### src/rtl/seq_pkg.sv
// -----------------------------------------------------------------------------
// seq_pkg
// Shared types and constants for the step sequencer slice.
//   step_entry_t : one pattern RAM entry (active flag + note code)
//   seq_state_t  : sequencer control state (IDLE / PLAY)
//   SEQ_NOTE_W   : note code width stored in a pattern entry
//   DEFAULT_PERIOD : suggested tempo (cycles per step) for integrators
// -----------------------------------------------------------------------------
package seq_pkg;

    localparam int SEQ_NOTE_W     = 3;
    localparam int DEFAULT_PERIOD = 1000;

    typedef struct packed {
        logic                  active;
        logic [SEQ_NOTE_W-1:0] note;
    } step_entry_t;

    typedef enum logic {
        IDLE = 1'b0,
        PLAY = 1'b1
    } seq_state_t;

endpackage

### src/rtl/step_timer.sv
// -----------------------------------------------------------------------------
// step_timer
// Latches the tempo/gate settings at step entry, counts cycles within the
// step and reports the last cycle of the step plus the gate window.
// Optional feature macro: STEP_SEQUENCER_SWING_EN (adds swing / even_step).
//
// Ports:
//   clk, rst     : clock, synchronous active-high reset
//   clear        : hold the cycle counter at 0 (sequencer idle)
//   start        : step entry on this edge; latch settings, restart count
//   even_step    : (swing only) entering step has an even index
//   period       : cycles per step, 0 treated as 1
//   gate_cycles  : gate-high cycles, 0 or >= duration means whole step
//   swing        : (swing only) cycles moved from odd to even steps
//   step_done    : current cycle is the last cycle of the step
//   gate_window  : gate may sound in the current cycle
// -----------------------------------------------------------------------------
module step_timer #(
    parameter int PERIOD_W = 24
) (
    input  logic                clk,
    input  logic                rst,
    input  logic                clear,
    input  logic                start,
`ifdef STEP_SEQUENCER_SWING_EN
    input  logic                even_step,
    input  logic [PERIOD_W-1:0] swing,
`endif
    input  logic [PERIOD_W-1:0] period,
    input  logic [PERIOD_W-1:0] gate_cycles,
    output logic                step_done,
    output logic                gate_window
);

    // One extra bit so an even step stretched by swing (up to 2*period-1)
    // still fits in the counter and the latched duration.
    localparam int CNT_W = PERIOD_W + 1;

    logic [CNT_W-1:0]    cnt;
    logic [CNT_W-1:0]    dur_lat;
    logic [CNT_W-1:0]    dur_next;
    logic [PERIOD_W-1:0] gate_lat;
    logic [PERIOD_W-1:0] period_eff;

    assign period_eff = (period == '0) ? PERIOD_W'(1) : period;

`ifdef STEP_SEQUENCER_SWING_EN
    logic [PERIOD_W-1:0] swing_lat;
    logic [PERIOD_W-1:0] swing_eff;

    // Swing is captured (and clamped) on the even step and reused by the
    // odd step that follows it.
    always_comb begin
        swing_eff = swing_lat;
        dur_next  = CNT_W'(1);
        if (even_step) begin
            swing_eff = (swing > period_eff - 1'b1) ? period_eff - 1'b1 : swing;
            dur_next  = {1'b0, period_eff} + {1'b0, swing_eff};
        end else if (period_eff > swing_eff) begin
            dur_next  = {1'b0, period_eff - swing_eff};
        end
    end

    always_ff @(posedge clk) begin
        if (rst) begin
            swing_lat <= '0;
        end else if (start) begin
            swing_lat <= swing_eff;
        end
    end
`else
    assign dur_next = {1'b0, period_eff};
`endif

    always_ff @(posedge clk) begin
        if (rst) begin
            cnt      <= '0;
            dur_lat  <= CNT_W'(1);
            gate_lat <= '0;
        end else if (start) begin
            cnt      <= '0;
            dur_lat  <= dur_next;
            gate_lat <= gate_cycles;
        end else if (clear) begin
            cnt      <= '0;
        end else begin
            cnt      <= cnt + 1'b1;
        end
    end

    assign step_done   = (cnt == dur_lat - 1'b1);
    assign gate_window = (gate_lat == '0) ||
                         ({1'b0, gate_lat} >= dur_lat) ||
                         ({1'b0, gate_lat} > cnt);

endmodule

### src/rtl/step_sequencer.sv
// -----------------------------------------------------------------------------
// step_sequencer
// Pattern step sequencer: a NUM_STEPS-entry pattern RAM played at a
// programmable tempo, loop length and gate length. Feeds note code, gate and
// step index to the pwm_decoder / pwm_generator chain.
// Optional feature macro: STEP_SEQUENCER_SWING_EN (adds swing_i).
//
// Ports:
//   clk, rst        : clock, synchronous active-high reset
//   run_i           : 1 = play, 0 = stop at the end of the current step
//   step_period_i   : cycles per step (0 treated as 1), sampled at step entry
//   gate_cycles_i   : gate-high cycles per active step, sampled at step entry
//   loop_last_i     : index of the last step in the loop
//   swing_i         : (swing only) extra cycles on even steps, taken from odd
//   wr_en_i/wr_addr_i/wr_note_i/wr_active_i : pattern RAM write port
//   beat_count      : current step index
//   note_o          : note code latched at step entry
//   gate_o          : note sounding
//   step_strobe_o   : one-cycle pulse in the first cycle of each step
//
// Handshake: there is none; run_i is a level, wr_en_i is a single-cycle
// strobe accepted unconditionally on the edge where it is high.
// The pattern entry width follows seq_pkg::SEQ_NOTE_W, so NOTE_W must match it.
// -----------------------------------------------------------------------------
module step_sequencer
    import seq_pkg::*;
#(
    parameter int NUM_STEPS = 16,
    parameter int NOTE_W    = 3,
    parameter int PERIOD_W  = 24,
    parameter int STEP_W    = $clog2(NUM_STEPS)
) (
    input  logic                clk,
    input  logic                rst,
    input  logic                run_i,
    input  logic [PERIOD_W-1:0] step_period_i,
    input  logic [PERIOD_W-1:0] gate_cycles_i,
    input  logic [STEP_W-1:0]   loop_last_i,
`ifdef STEP_SEQUENCER_SWING_EN
    input  logic [PERIOD_W-1:0] swing_i,
`endif
    input  logic                wr_en_i,
    input  logic [STEP_W-1:0]   wr_addr_i,
    input  logic [NOTE_W-1:0]   wr_note_i,
    input  logic                wr_active_i,
    output logic [STEP_W-1:0]   beat_count,
    output logic [NOTE_W-1:0]   note_o,
    output logic                gate_o,
    output logic                step_strobe_o
);

    step_entry_t ram [NUM_STEPS];
    seq_state_t  state;
    logic        active_lat;
    logic [STEP_W-1:0] next_beat;
    logic        entering;
    logic        stopping;
    logic        timer_clear;
    logic        step_done;
    logic        gate_window;

    // Using ">=" rather than "==" makes the loop wrap even when loop_last_i
    // is lowered below the step currently playing.
    always_comb begin
        next_beat = '0;
        if (state == PLAY && beat_count < loop_last_i) begin
            next_beat = beat_count + 1'b1;
        end
        entering    = run_i && (state == IDLE || step_done);
        stopping    = (state == PLAY) && step_done && !run_i;
        timer_clear = (state == IDLE && !run_i) || stopping;
    end

    step_timer #(
        .PERIOD_W   (PERIOD_W)
    ) u_timer (
        .clk        (clk),
        .rst        (rst),
        .clear      (timer_clear),
        .start      (entering),
`ifdef STEP_SEQUENCER_SWING_EN
        .even_step  (~next_beat[0]),
        .swing      (swing_i),
`endif
        .period     (step_period_i),
        .gate_cycles(gate_cycles_i),
        .step_done  (step_done),
        .gate_window(gate_window)
    );

    // RAM reads use the pre-edge contents, so a write landing on the entry
    // edge of the same address is only seen on the next visit.
    always_ff @(posedge clk) begin
        if (rst) begin
            state         <= IDLE;
            beat_count    <= '0;
            note_o        <= '0;
            active_lat    <= 1'b0;
            step_strobe_o <= 1'b0;
            for (int i = 0; i < NUM_STEPS; i++) begin
                ram[i] <= '0;
            end
        end else begin
            if (wr_en_i) begin
                ram[wr_addr_i] <= '{active: wr_active_i, note: wr_note_i};
            end
            step_strobe_o <= 1'b0;
            if (entering) begin
                state         <= PLAY;
                beat_count    <= next_beat;
                note_o        <= ram[next_beat].note;
                active_lat    <= ram[next_beat].active;
                step_strobe_o <= 1'b1;
            end else if (stopping) begin
                state         <= IDLE;
                beat_count    <= '0;
                note_o        <= '0;
                active_lat    <= 1'b0;
            end
        end
    end

    assign gate_o = active_lat & gate_window;

endmodule

### config.mk
export PLATFORM = sky130hd
export DESIGN_NAME = step_sequencer
export DESIGN_NICKNAME = d
export VERILOG_FILES = /design/src/rtl/seq_pkg.sv /design/src/rtl/step_timer.sv /design/src/rtl/step_sequencer.sv
export SDC_FILE = /design/constraint.sdc
export NUM_CORES = 1
export LEC_CHECK = 0
export CAP_MARGIN = 20
export CELL_PAD_IN_SITES_DETAIL_PLACEMENT = 1
export CELL_PAD_IN_SITES_GLOBAL_PLACEMENT = 1
export CORE_UTILIZATION = 25
export DETAILED_ROUTE_END_ITERATION = 7
export DONT_BUFFER_PORTS = 1
export PLACE_DENSITY_LB_ADDON = 0.1
export RECOVER_POWER = 50
export SYNTH_ARGS = -nofsm -noshare
export SYNTH_HDL_FRONTEND = slang
export SYNTH_SLANG_ARGS = --single-unit
### constraint.sdc
create_clock -name clk -period 4 [get_ports clk]
set_clock_uncertainty 0.15 [all_clocks]
set_input_delay 0.4 -clock clk [delete_from_list [all_inputs] [get_ports clk]]
set_output_delay 0.4 -clock clk [all_outputs]
set_load 0.1 [all_outputs]
==> results, run 1 <==
- The maximum clock rate is around 260 MHz.
- TritonCTS built the clock tree.
- Clock latency on the worst-skew pair, taken at its later pin, is 450 ps.
- Synthesis handed over a netlist of approximately 950 instances.
- The worst IR drop on VDD is 0.3201 mV.
- The worst setup slack after layout is between 100 and 150 ps.
- The power dissipated by switching net loads is 1.187 mW.
- The area of the core is ~35,000 µm².
- The TritonCTS sink count is between 100 and 150.
- In this run the vertical extent of the chip is between 150 and 200 µm.
- The worst-case setup slack after placement is slightly above 400 ps.
- For this run, the share of the core covered by cells in the final layout is 0.3010.
- The number of flops mapped to enable cells by yosys is 64.
- The largest stage delay on the critical path is 450 ps.
- The register bit count reported by yosys is roughly 150.
- The synthesized design spends more area on one cell type than any other, namely sky130_fd_sc_hd__edfxtp_1.
- The number of rows created at floorplan is 68.
- The cell sitting at the root of the clock tree is a sky130_fd_sc_hd__clkbuf_16.
- The clock group share of total power is 0.383.
- The number of buffers added by the clock tree synthesis step is 17.
- The count of buffers from port buffering is 0.
- The detailed-route wire length is approximately 32 mm.
- Summing all multi-input logic gate instances after layout gives ~4700 µm².
- Of the post-synthesis cell area, the dominant cell type holds 0.2194.
- The filler cell count is 4,049.
- The ratio of final minimum period to clock period is 0.9655.
- Measured along the x axis, the die boundary spans 189.2 µm.
- The tightest min-delay check is of the primary input to flop type.
- The checks that failed: max-capacitance violations, max-slew violations.
- Counting instances in the post-synthesis netlist gives the leading cell types as sky130_fd_sc_hd__dfxtp_1 (83), sky130_fd_sc_hd__nand2_1 (71), sky130_fd_sc_hd__and2_1 (68), sky130_fd_sc_hd__edfxtp_1 (64), sky130_fd_sc_hd__inv_1 (58).
- The static leakage is roughly 3.7 nW.
- The number of placed cells counting well taps is between 1,000 and 1,500.
- The count of nets left with antenna violations once routing finished came out at 0.
- The netlist area before placement is 8761 µm².
- Among all stages on the critical path, the largest delay is contributed by sky130_fd_sc_hd__a2111o_1.
- After synthesis, the netlist uses 60 different library cells.
- STA classifies the critical path endpoint as an output pin.
- When the netlist entered floorplanning its net count stood at between 1,000 and 1,500.
- Of the cells placed in the final design, the portion with a size suffix greater than 1 is 0.06859.
- The sequential power share is 0.445.
- The number of hold-slack violations in the final timing report is 0.
- Traced cell by cell, the critical path runs through inv_1, ha_1, nand2b_1, a21o_1, a21oi_1, o21ai_0, a2111o_1, a221oi_2, o21ai_0, a22o_1, buf_6.
- The initial core utilization is 0.2536.
- The data arrival time of the critical path is about 3300 ps.
- The data required time of the worst path is about 3500 ps.
- The number of warnings printed during yosys synthesis is 0.
- From synthesis to final layout, the design area changed by 18.69%.
- Detailed routing inserted a total of 7,297 vias.
- The repair_antennas step left the layout with diodes totalling 0.
- In the post-synthesis netlist, the biggest area contributors are sky130_fd_sc_hd__edfxtp_1 (22%), sky130_fd_sc_hd__dfxtp_1 (19%), sky130_fd_sc_hd__ha_1 (7.7%).
- At the end of the flow, the number of nets in the layout was roughly 1,100.
- In the synthesized netlist the async set-or-reset flop fraction comes to 0.
- The total track usage is 0.1852.
- The most critical setup path has its startpoint at u_timer.gate_lat[0]$_SDFFE_PP0P_.
- Before antenna repair, the detailed router went through 4 iterations.
- The count of max-cap constraint violations is 1.
- Detailed placement finished with a half-perimeter wire length of between 20 and 25 mm.
- The startpoint of the worst-slack reg-to-reg timing path is u_timer.dur_lat[0]$_SDFFE_PP1P_.
- The most used flip-flop cell after synthesis is sky130_fd_sc_hd__dfxtp_1.
- The average instance in the mapped netlist occupies ~9 µm².
- In this run the most critical hold path is launched from run_i.
- The buffer depth of the longest clock path is 2.
- The via count of the first global-routing pass is between 7,000 and 8,000.
- The first global-routing pass estimated between 40 and 50 mm of wire.
- The via density per instance is between 4 and 5.
- The average wire per cell in the routed design is around 22 µm.
- Among all cell types in the netlist, the one instantiated most often is sky130_fd_sc_hd__dfxtp_1.
- STA classifies the critical path startpoint as a flop.
- The final sum of negative setup slack is 0 ps.
- The setup violation total in the final timing report is 0.
- Entering global routing, the biggest net connects between 80 and 90 pins.
- Excluding fillers, the count of instances in the completed layout stands at 1,461.
- The sum of overflow across all layers after global routing is 0.
- CTS built an H-tree with a depth of 4.
- Across all hold checks on the routed design, the worst slack comes to roughly 9.6 ps.
- The final estimated routing congestion in global placement is just under 0.8.
- The die outline area is 35,800 µm².
- The max-slew violation count is 89.
- The critical-path maximum fanout is 2.
- The clock-pin slew on the worst setup and hold paths is around 60 ps.
- The total internal power is 2.725 mW.
- Measured against its own limit, the worst slew margin works out to -0.3037.
- The post-route minimum period is about 3900 ps.
- The post-synthesis sequential area ratio is 0.4090.
- The initial antenna violation count was 1.
- For this design the ratio of total power to cell area is roughly 380 nW/µm².
- 73 I/O pins were placed.
- The count of unresolved DRC violations after routing is 0.
- The combined flip-flop and latch cell area is 3585 µm².
- The flow ran to the end, but the final reports show violations.
- The part of the power in combinational logic is 0.172.
- Of the total power, the share spent switching nets is 0.3034.
- The critical path's most frequent cell is sky130_fd_sc_hd__o21ai_0.
- The setup path with the least slack is of type flop to output pin.
- Setup repair after global routing left no endpoint under its margin.
- The actual transition at the worst max-transition pin is 1955 ps.
- In this run, the number of DRC markers left after iteration 0 of detailed routing was 372.
## critical path: cells and delay by family, from the launching register on
kind	cells	cell delay, ps
AND/OR/NAND/NOR	1	140
flip-flops	1	350
buffers and inverters	2	340
adder cells (fa/ha/maj)	1	310
AO/OA/AOI/OAI	7	1700
## power groups by stage
stage	registers, mW	logic [mW]	clock network (mW)
6_report	1.74	0.672	1.50
5_1_grt	1.75	0.746	1.59
4_1_cts	1.74	0.679	1.54
3_5_place_dp	1.78	0.602	0
3_3_place_gp	1.78	0.599	0
2_1_floorplan	1.74	0.442	0
## sequential cells by signal (all words and copies together) (netlist names)
signal / cells
step_strobe_o: 1
active_lat: 1
state: 1
beat_count: 4
note_o: 3
u_timer.dur_lat: 24
u_timer.gate_lat: 24
u_timer.cnt: 25
ram: 64
## per-stage QoR
step | power [mW] | instance area, µm²
floorplan | 2.187 | 8761
CTS | 3.961 | 10400
global placement | 2.375 | 9324
finish | 3.912 | 10400
global route | 4.092 | 10400
detailed placement | 2.377 | 9324
## logic make-up after synthesis
family	after synthesis	synth area share
AOI/OAI and AO/OA	199	0.1590
xor gates and xnor gates	57	0.05698
adders and majority gates	54	0.07712
buffers and inverters	112	0.05184
DFF	147	0.4090
muxes	24	0.02742
and+or+nand+nor	354	0.2187
## what timing repair did
| item | CTS | global route |
|---|---|---|
| hold endpoints to repair | 118 | 0 |
| buffers inserted | 0 | 0 |
| setup endpoints to repair | 1 | 2 |
| pin swaps | 0 | 1 |
| hold buffers | 54 | 0 |
| gates resized for setup | 1 | 2 |
## final cells by class
cell class / instances / share of cell area
clock inverter: 8 / 0.005535
sequential: 147 / 0.3447
multi-input combinational: 688 / 0.4561
tap: 455 / 0.05475
timing repair buffer: 80 / 0.07316
clock buffer: 24 / 0.04440
inverter: 59 / 0.02130
## layer usage
layer | wire length (µm) | vias to the layer above | track usage
met1 | 16960 | 3654 | 0.2682
met3 | 718 | 24 | 0.03151
met5 | 11 | - | 0
li1 | - | 3543 | -
met4 | 350 | 2 | 0.04467
met2 | 13940 | 74 | 0.2837
## path summary, 6_finish.rpt
| kind | endpoint | slack, ps | cells after the start |
|---|---|---|---|
| worst max register to register | state$_SDFFE_PP0P_ | 260 | 11 |
| worst max-delay path | gate_o | 140 | 11 |
| worst min-delay path | u_timer.dur_lat[3]$_SDFFE_PP0P_ | 10 | 2 |
| worst min register to register | active_lat$_SDFFE_PP0P_ | 360 | 2 |
## cell usage in the layout (no fill, tap or decap), types with 14 or more instances in the layout
master / instances
sky130_fd_sc_hd__dfxtp_1: 82
sky130_fd_sc_hd__nand2_1: 71
sky130_fd_sc_hd__edfxtp_1: 64
sky130_fd_sc_hd__inv_1: 59
sky130_fd_sc_hd__nor2_1: 57
sky130_fd_sc_hd__ha_1: 54
sky130_fd_sc_hd__dlygate4sd3_1: 53
sky130_fd_sc_hd__a21oi_1: 48
sky130_fd_sc_hd__xnor2_1: 45
sky130_fd_sc_hd__nand4_1: 41
sky130_fd_sc_hd__and2_1: 35
sky130_fd_sc_hd__and2_0: 32
sky130_fd_sc_hd__o31ai_1: 25
sky130_fd_sc_hd__nor4_1: 25
sky130_fd_sc_hd__mux2i_1: 24
sky130_fd_sc_hd__o21ai_0: 23
sky130_fd_sc_hd__a211oi_1: 21
sky130_fd_sc_hd__a31o_1: 21
sky130_fd_sc_hd__nand3_1: 19
sky130_fd_sc_hd__buf_4: 19
sky130_fd_sc_hd__clkbuf_16: 17
sky130_fd_sc_hd__nor2b_1: 15
sky130_fd_sc_hd__nor3_1: 14
(Power assumes the default switching activity.)
==> run 2, diff against run 1 <==
--- a/config.mk
+++ b/config.mk
@@ -9,9 +9,10 @@
 export CELL_PAD_IN_SITES_DETAIL_PLACEMENT = 1
 export CELL_PAD_IN_SITES_GLOBAL_PLACEMENT = 1
 export CORE_UTILIZATION = 25
+export CTS_BUF_LIST = sky130_fd_sc_hd__clkbuf_16
 export DETAILED_ROUTE_END_ITERATION = 7
 export DONT_BUFFER_PORTS = 1
-export PLACE_DENSITY_LB_ADDON = 0.1
+export PLACE_DENSITY = 0.47
 export RECOVER_POWER = 50
 export SYNTH_ARGS = -nofsm -noshare
 export SYNTH_HDL_FRONTEND = slang
==> results, run 2 (same netlist as run 1, synthesis figures left out) <==
- The run finished with clean final reports.
- The data arrival time of the critical path is 4010 ps (+700 ps).
- The signal on the critical path passes through inv_1, ha_1, nor4b_2, nand4_1, xnor2_1, or4_1, or4_1, o31ai_4, buf_6, a21oi_1, dlygate4sd3_1.
- The number of buffers added by the clock tree synthesis step was 17 (unchanged).
- The initial antenna violation count is 1 (unchanged).
- The flop-to-flop setup slack is 160 ps (-100 ps).
- The number of diodes was 0 (unchanged).
- The number of cells on the worst reg-to-reg path came to 11 (unchanged).
- The total via count in the routed design is 7,345 (+0.66%).
- The buffer depth of the longest clock path is 2 (unchanged).
- The design area is 10,480 µm² (+0.76%).
- The number of rows created at floorplan is 68 (unchanged).
- The library cells used most frequently in the layout, excluding fill and tap cells, are sky130_fd_sc_hd__dfxtp_1 (80), sky130_fd_sc_hd__nand2_1 (71), sky130_fd_sc_hd__edfxtp_1 (64), sky130_fd_sc_hd__inv_1 (60), sky130_fd_sc_hd__nor2_1 (57).
- The setup violation total in the final timing report is 0 (unchanged).
- The area of the multi-input gates is 4732 µm² (-0.24%).
- The kind of cell adding the most delay to the critical path is simple AND/OR/NAND/NOR gates.
- The share of final-layout standard cells stronger than drive strength 1 is 0.08309 (+0.01450).
- The area of the core came to 34,540 µm² (unchanged).
- The area of placed instances is 9360 µm² (+0.39%).
- The critical-path maximum fanout was 17 (+15).
- The cell depth of the worst hold path is 2 (unchanged).
- The clock-pin slew on the worst setup and hold paths is 70 ps (about the same).
- The die outline area is 35,800 µm² (unchanged).
- The initial core utilization is 0.2536 (unchanged).
- The path class of the tightest hold or removal check is primary input to flop.
- The insertion delay of the later-clocked pin in the worst-skew pair is 440 ps (about the same).
- The post-route minimum period is 3836 ps (-26.41 ps).
- The static leakage is 3.764 nW (+1.6%).
- The detailed-route wire length was 31.97 mm (about the same).
- The TritonCTS sink count came to 147 (unchanged).
- The via density per instance is 5.010 (+0.31%).
- The actual transition at the worst max-transition pin is 1311 ps (-644.9 ps).
- The number of iterations in the first detailed-routing pass is 4 (unchanged).
- The ratio of final minimum period to clock period is 0.9589 (-0.006602).
- The number of top-level pins is 73 (unchanged).
- The max-slew violation count came to 0 (-100%).
- The worst-case hold path end point is u_timer.dur_lat[8]$_SDFFE_PP0P_.
- The average wire per cell in the routed design was 21.80 µm (-0.38%).
- The total number of H-tree levels is 4 (unchanged).
- The total track usage is 0.1857 (+0.0004187).
- The largest registers in the layout are ram: 64 flops, u_timer.cnt: 25 flops.
- The sum of net half-perimeters after detailed placement came to 23.46 mm (+0.75%).
- The kind of capture point of the worst setup path is a flop.
- The root cell of the clock tree is sky130_fd_sc_hd__clkbuf_16.
- The register with the highest flop count is ram.
- The number of hold-slack violations in the final timing report came to 0 (unchanged).
- The worst relative slew slack is 0.1263 (+0.4299).
- For this design, the slowest cell found on the critical path is sky130_fd_sc_hd__or4_1.
- The final sum of negative setup slack is 0 ps (unchanged).
- The worst IR drop on VDD is 0.2784 mV (-13%).
- The critical path class is flop to flop.
- The sum of overflow across all layers after global routing was 0 (unchanged).
- The startpoint of the worst-slack reg-to-reg timing path is u_timer.dur_lat[0]$_SDFFE_PP1P_.
- The largest stage delay on the critical path is 590 ps (+140 ps).
- The most numerous cell type found on the critical path is sky130_fd_sc_hd__or4_1.
- The count of buffer and inverter cells on the critical path came to 3 (+1).
- The die width is 189.2 µm (unchanged).
- The via count of the first global-routing pass is 7,864 (+2.6%).
- The floorplan die height is 189.2 µm (unchanged).
- The pin count of the biggest net entering global routing came to 45 (-49%).
- The most frequent standard cell in the layout excluding fill and tap cells is sky130_fd_sc_hd__dfxtp_1.
- Setup repair after global routing left no endpoint under its margin.
- The count of buffers from port buffering came to 0 (unchanged).
- The launch point of the worst hold path is step_period_i[8].
- The combined flip-flop and latch cell area was 3587 µm² (about the same).
- The count of unresolved DRC violations after routing came to 0 (unchanged).
- The total power divided by cell area came to 386.6 nW/µm² (+2.8%).
- STA classifies the critical path startpoint as a flop.
- The clock tree from TritonCTS is built.
- The maximum clock rate is 260.7 MHz (+0.69%).
- The data required time of the worst path is 4180 ps (+730 ps).
- The number of flip-flops under the largest register name was 64 (unchanged).
- The final estimated routing congestion in global placement was 0.8044 (+1.8%).
- The iteration-0 DRC count of the detailed router is 371 (-0.27%).
- The count of max-cap constraint violations is 0 (-1).
- The wire length of the first global-routing pass came to 49.32 mm (+1.5%).
- The layout overhead on the synthesized area is 19.59%.
- In this run the critical register-to-register path is captured at state$_SDFFE_PP0P_.
- The filler cell count was 4,029 (-0.49%).
- The number of nets still failing antenna checks after routing is 0 (unchanged).
- The number of nets in the layout is 1,116 (+0.45%).
-- run 2: cell count changes in the layout (fill, tap and decap cells not counted), moves of 4 or more --
cell,delta
sky130_fd_sc_hd__buf_4,+9
sky130_fd_sc_hd__clkbuf_1,-6
sky130_fd_sc_hd__inv_6,+5
sky130_fd_sc_hd__and2_1,-6
sky130_fd_sc_hd__inv_8,+4
sky130_fd_sc_hd__and2_0,+6
-- run 2: worst register-to-register path, delay by kind of cell (launching register included) --
kind	cells	cell delay (ps)
AND/OR/NAND/NOR	4	1580
flip-flops	1	390
AO/OA/AOI/OAI	2	390
adder cells (fa/ha/maj)	1	200
XOR/XNOR	1	160
buffers and inverters	3	880
-- run 2: routing by layer --
metal  global-route usage  wire length, µm
met3              0.03336             1340
met5                    0                0
met4              0.04653              378
met1               0.2635            16200
met2               0.2886            14040
-- run 2: how the worst max path moves through the flow --
stage / from / to / slack (ps) / cells after the start
final: u_timer.dur_lat[0]$_SDFFE_PP1P_ / state$_SDFFE_PP0P_ / 160 / 11
after detailed placement: u_timer.dur_lat[0]$_SDFFE_PP1P_ / u_timer.dur_lat[16]$_SDFFE_PP0P_ / 260 / 11
after floorplan: beat_count[2]$_SDFFE_PP0P_ / note_o[0]$_SDFFE_PP0P_ / 210 / 10
after global placement: u_timer.dur_lat[0]$_SDFFE_PP1P_ / u_timer.gate_lat[0]$_SDFFE_PP0P_ / 360 / 11
after global routing: u_timer.dur_lat[0]$_SDFFE_PP1P_ / state$_SDFFE_PP0P_ / 10 / 11
after CTS: u_timer.dur_lat[0]$_SDFFE_PP1P_ / state$_SDFFE_PP0P_ / 20 / 11
-- run 2: power by group --
part           total (mW)  internal, mW  leakage, nW  switching (mW)
registers            1.74          1.64         1.29          0.0998
logic               0.678         0.275         2.18           0.404
clock network        1.63         0.838        0.291           0.795
total                4.05          2.75         3.76            1.30
-- run 2: through the flow --
| stage | utilization | hold slack [ps] | total power, mW | worst slack, ps | std cells |
|---|---|---|---|---|---|
| global route | 0.3033 | 2.481 | 4.229 | 12.85 | 1466 |
| CTS | 0.3032 | 0.1718 | 4.092 | 23.72 | 1465 |
| finish | 0.3033 | 20.91 | 4.051 | 164.4 | 1466 |
| global placement | 0.2710 | 328.4 | 2.384 | 357.9 | 1381 |
| detailed placement | 0.2710 | 332.0 | 2.388 | 261.6 | 1381 |
| floorplan | - | 297.7 | 2.187 | 209.4 | 947 |
-- run 2: layout make-up --
| type | instances | share of cell area |
|---|---|---|
| clock buffer | 17 | 0.04060 |
| clock inverter | 15 | 0.01517 |
| multi-input combinational | 688 | 0.4516 |
| tap | 455 | 0.05434 |
| sequential | 147 | 0.3424 |
| timing repair buffer | 85 | 0.07476 |
| inverter | 59 | 0.02114 |
-- run 2: what timing repair did --
item | CTS | global route
setup endpoints to repair | 0 | 3
gates resized for setup | 0 | 3
hold buffers | 52 | 0
hold endpoints to repair | 108 | 0
buffers inserted | 0 | 1
==> run 3, diff against run 2 <==
--- a/config.mk
+++ b/config.mk
@@ -5,14 +5,14 @@
 export SDC_FILE = /design/constraint.sdc
 export NUM_CORES = 1
 export LEC_CHECK = 0
+export BUFFER_PORTS_ARGS = -buffer_cell sky130_fd_sc_hd__buf_2
 export CAP_MARGIN = 20
 export CELL_PAD_IN_SITES_DETAIL_PLACEMENT = 1
 export CELL_PAD_IN_SITES_GLOBAL_PLACEMENT = 1
 export CORE_UTILIZATION = 25
 export CTS_BUF_LIST = sky130_fd_sc_hd__clkbuf_16
 export DETAILED_ROUTE_END_ITERATION = 7
-export DONT_BUFFER_PORTS = 1
-export PLACE_DENSITY = 0.47
+export PLACE_DENSITY = 0.49
 export RECOVER_POWER = 50
 export SYNTH_ARGS = -nofsm -noshare
 export SYNTH_HDL_FRONTEND = slang
==> results, run 3 (same netlist as run 1, synthesis figures left out) <==
- The worst slack on hold paths is 26.67 ps (+5.754 ps).
- The actual transition at the worst max-transition pin came to 1160 ps (-150.1 ps).
- The number of flip-flops under the largest register name is 64 (unchanged).
- The area of the core is 34,540 µm² (unchanged).
- The root cell of the clock tree is sky130_fd_sc_hd__clkbuf_16.
- The cell depth of the worst hold path is 2 (unchanged).
- The insertion delay of the later-clocked pin in the worst-skew pair is 450 ps (about the same).
- The sum of net half-perimeters after detailed placement is 22.89 mm (-2.4%).
- The startpoint of the worst-slack reg-to-reg timing path is u_timer.dur_lat[1]$_SDFFE_PP0P_.
- The cell depth of the worst setup path is 10 (-1).
- The final estimated routing congestion in global placement is 0.8005 (-0.48%).
- The count of hold buffers inserted by post-cts repair is 0 (-100%).
- The data required time of the worst path came to 3450 ps (-730 ps).
- The worst setup path is captured at an output pin.
- The worst-case setup slack after placement is 240.9 ps (-20.70 ps).
- The utilization of the core after routing is 0.2993 (-0.004021).
- The worst hold path terminates at u_timer.gate_lat[1]$_SDFFE_PP0P_.
- The iteration-0 DRC count of the detailed router was 302 (-19%).
- The switching part of the total is 0.2996 (-0.02099).
- The flop-to-flop setup slack came to 230 ps (+70 ps).
- Setup repair after global routing left no endpoint under its margin.
- The most frequent standard cell in the layout excluding fill and tap cells is sky130_fd_sc_hd__dfxtp_1.
- The number of rows created at floorplan is 68 (unchanged).
- The library cells used most frequently in the layout, excluding fill and tap cells, are sky130_fd_sc_hd__dfxtp_1 (82), sky130_fd_sc_hd__nand2_1 (71), sky130_fd_sc_hd__buf_2 (69), sky130_fd_sc_hd__edfxtp_1 (64), sky130_fd_sc_hd__inv_1 (59).
- The pin count of the biggest net entering global routing is 50 (+11%).
- The critical register-to-register path endpoint is u_timer.cnt[11]$_SDFF_PP0_.
- The TritonCTS sink count is 147 (unchanged).
- The cell at the slowest stage of the critical path is sky130_fd_sc_hd__dfxtp_1.
- The sequential power share is 0.418 (-0.011).
- The nature of the critical path startpoint is a flop.
- The maximum clock rate was 260.8 MHz (about the same).
- The setup violation total in the final timing report is 0 (unchanged).
- The average wire per cell in the routed design is 19.89 µm (-8.8%).
- The total track usage is 0.1721 (-0.01355).
- The detailed-route wire length is 29.54 mm (-7.6%).
- The design area is 10,340 µm² (-1.3%).
- The number of buffers added by the clock tree synthesis step is 17 (unchanged).
- The critical path is of the flop to output pin type.
- The static leakage is 3.839 nW (+2.0%).
- The number of gates resized after cts is 0 (unchanged).
- The count of unresolved DRC violations after routing came to 0 (unchanged).
- The total number of H-tree levels was 4 (unchanged).
- The run finished with clean final reports.
- The share of final-layout standard cells stronger than drive strength 1 came to 0.1476 (+0.06449).
- The number of iterations in the first detailed-routing pass was 5 (+1).
- The number of placed cells counting well taps is 1,453 (+5.2%).
- The number of top-level pins came to 73 (unchanged).
- The max-slew violation count is 0 (unchanged).
- The via density per instance came to 4.910 (-2.0%).
- The wire length of the first global-routing pass is 45.94 mm (-6.9%).
- The clock-pin slew on the worst setup and hold paths came to 70 ps (about the same).
- TritonCTS built the clock tree.
- The post-route minimum period is 3834 ps (-1.485 ps).
- The number of diodes is 0 (unchanged).
- The worst hold path class is primary input to flop.
- The number of nets still failing antenna checks after routing is 0 (unchanged).
- The count of buffers from port buffering is 72 (+72).
- The number of nets in the layout is 1,135 (+1.7%).
- The largest registers in the layout are ram: 64 flops, u_timer.cnt: 25 flops.
- The die outline area is 35,800 µm² (unchanged).
- Among the stages of the critical path, the cell type that occurs most often is sky130_fd_sc_hd__o21ai_0.
- The via count of the first global-routing pass is 7,686 (-2.3%).
- The initial core utilization is 0.2536 (unchanged).
- The worst IR drop on VDD came to 0.2902 mV (+4.3%).
- The sum of overflow across all layers after global routing was 0 (unchanged).
- The critical-path maximum fanout is 7 (-10).
- The layout overhead on the synthesized area is 18.01%.
- The part of the power in combinational logic is 0.171 (+0.004).
- The ratio of final minimum period to clock period is 0.9585 (about the same).
- The post-CTS setup-driven buffer insertion count came to 0 (unchanged).
- The count of buffer and inverter cells on the critical path is 1 (-2).
- The final sum of negative setup slack came to 0 ps (unchanged).
- The total via count in the routed design is 7,292 (-0.72%).
- The worst relative slew slack is 0.2297 (+0.1034).
- The total power divided by cell area was 397.5 nW/µm² (+2.8%).
- The number of cells on the worst reg-to-reg path is 12 (+1).
- The signal on the critical path passes through ha_1, nand2b_1, a21o_1, a21oi_1, o21ai_0, a2111o_1, a221oi_1, o21ai_0, a22o_1, buf_4.
- The total internal power came to 2.878 mW (+4.6%).
- The kind of cell adding the most delay to the critical path is compound AO/OA/AOI/OAI gates.
- The buffer depth of the longest clock path is 2 (unchanged).
- The number of hold-slack violations in the final timing report is 0 (unchanged).
- The worst setup slack after layout came to 165.9 ps (+1.485 ps).
- More flip-flops sit in one register than any other, and that register is ram.
- The die width is 189.2 µm (unchanged).
- The number of cells in the finished layout apart from fillers is 1,485 (+1.3%).
- The largest stage delay on the critical path was 450 ps (-140 ps).
- The floorplan die height was 189.2 µm (unchanged).
- The area of placed instances is 9728 µm² (+3.9%).
- The initial antenna violation count was 0 (-1).
- The launch point of the worst hold path is gate_cycles_i[1].
- The total power consumption of the routed design is 4.110 mW (+1.5%).
- The count of max-cap constraint violations came to 0 (unchanged).
- The clock group share of total power came to 0.411 (+0.008).
- The power dissipated by switching net loads is 1.231 mW (-5.2%).
- The data arrival time of the critical path was 3280 ps (-730 ps).
-- run 3: power by group through the flow --
stage	Sequential (mW)	Combinational (mW)	Clock [mW]
after floorplan	1.74	0.442	0
final	1.72	0.704	1.69
after global routing	1.73	0.781	1.78
after detailed placement	1.75	0.709	0
after global placement	1.75	0.703	0
after CTS	1.72	0.712	1.73
-- run 3: layout make-up --
| type | instances | area (µm²) |
|---|---|---|
| clock buffers | 18 | 450.4 |
| clock inverters | 14 | 158.9 |
| fillers | 4071 | 24200 |
| inverters | 59 | 221.5 |
| multi-input cells | 688 | 4728 |
| flip-flops and latches | 147 | 3585 |
| well taps | 455 | 569.3 |
| repair buffers | 104 | 625.6 |
-- run 3: worst max path at each step --
| stage | startpoint | end | slack, ps |
|---|---|---|---|
| 6_report | u_timer.dur_lat[0]$_SDFFE_PP1P_ | gate_o | 170 |
| 5_1_grt | u_timer.dur_lat[1]$_SDFFE_PP0P_ | u_timer.gate_lat[9]$_SDFFE_PP0P_ | 1 |
| 4_1_cts | u_timer.dur_lat[9]$_SDFFE_PP0P_ | gate_o | 30 |
| 3_5_place_dp | u_timer.dur_lat[0]$_SDFFE_PP1P_ | u_timer.gate_lat[15]$_SDFFE_PP0P_ | 240 |
| 3_3_place_gp | u_timer.dur_lat[0]$_SDFFE_PP1P_ | u_timer.gate_lat[21]$_SDFFE_PP0P_ | 290 |
| 2_1_floorplan | beat_count[2]$_SDFFE_PP0P_ | note_o[0]$_SDFFE_PP0P_ | 210 |
-- run 3: layer usage --
metal | up-vias | wire, µm | GRT usage
li1 | 3594 | - | -
met1 | 3590 | 14680 | 0.2401
met2 | 87 | 13440 | 0.2721
met3 | 21 | 980 | 0.02929
met4 | 0 | 442 | 0.04746
met5 | - | 0 | 0
-- run 3: worst reg2reg max path, stage by stage (launching register included) --
cell,delay (ps)
sky130_fd_sc_hd__dfxtp_1,330
sky130_fd_sc_hd__inv_1,110
sky130_fd_sc_hd__ha_1,210
sky130_fd_sc_hd__nor4b_2,260
sky130_fd_sc_hd__nand4_1,160
sky130_fd_sc_hd__xnor2_1,160
sky130_fd_sc_hd__or4_1,530
sky130_fd_sc_hd__or4_1,590
sky130_fd_sc_hd__o31ai_4,450
sky130_fd_sc_hd__buf_4,260
sky130_fd_sc_hd__nand2b_1,150
sky130_fd_sc_hd__buf_4,220
sky130_fd_sc_hd__nor2_1,80
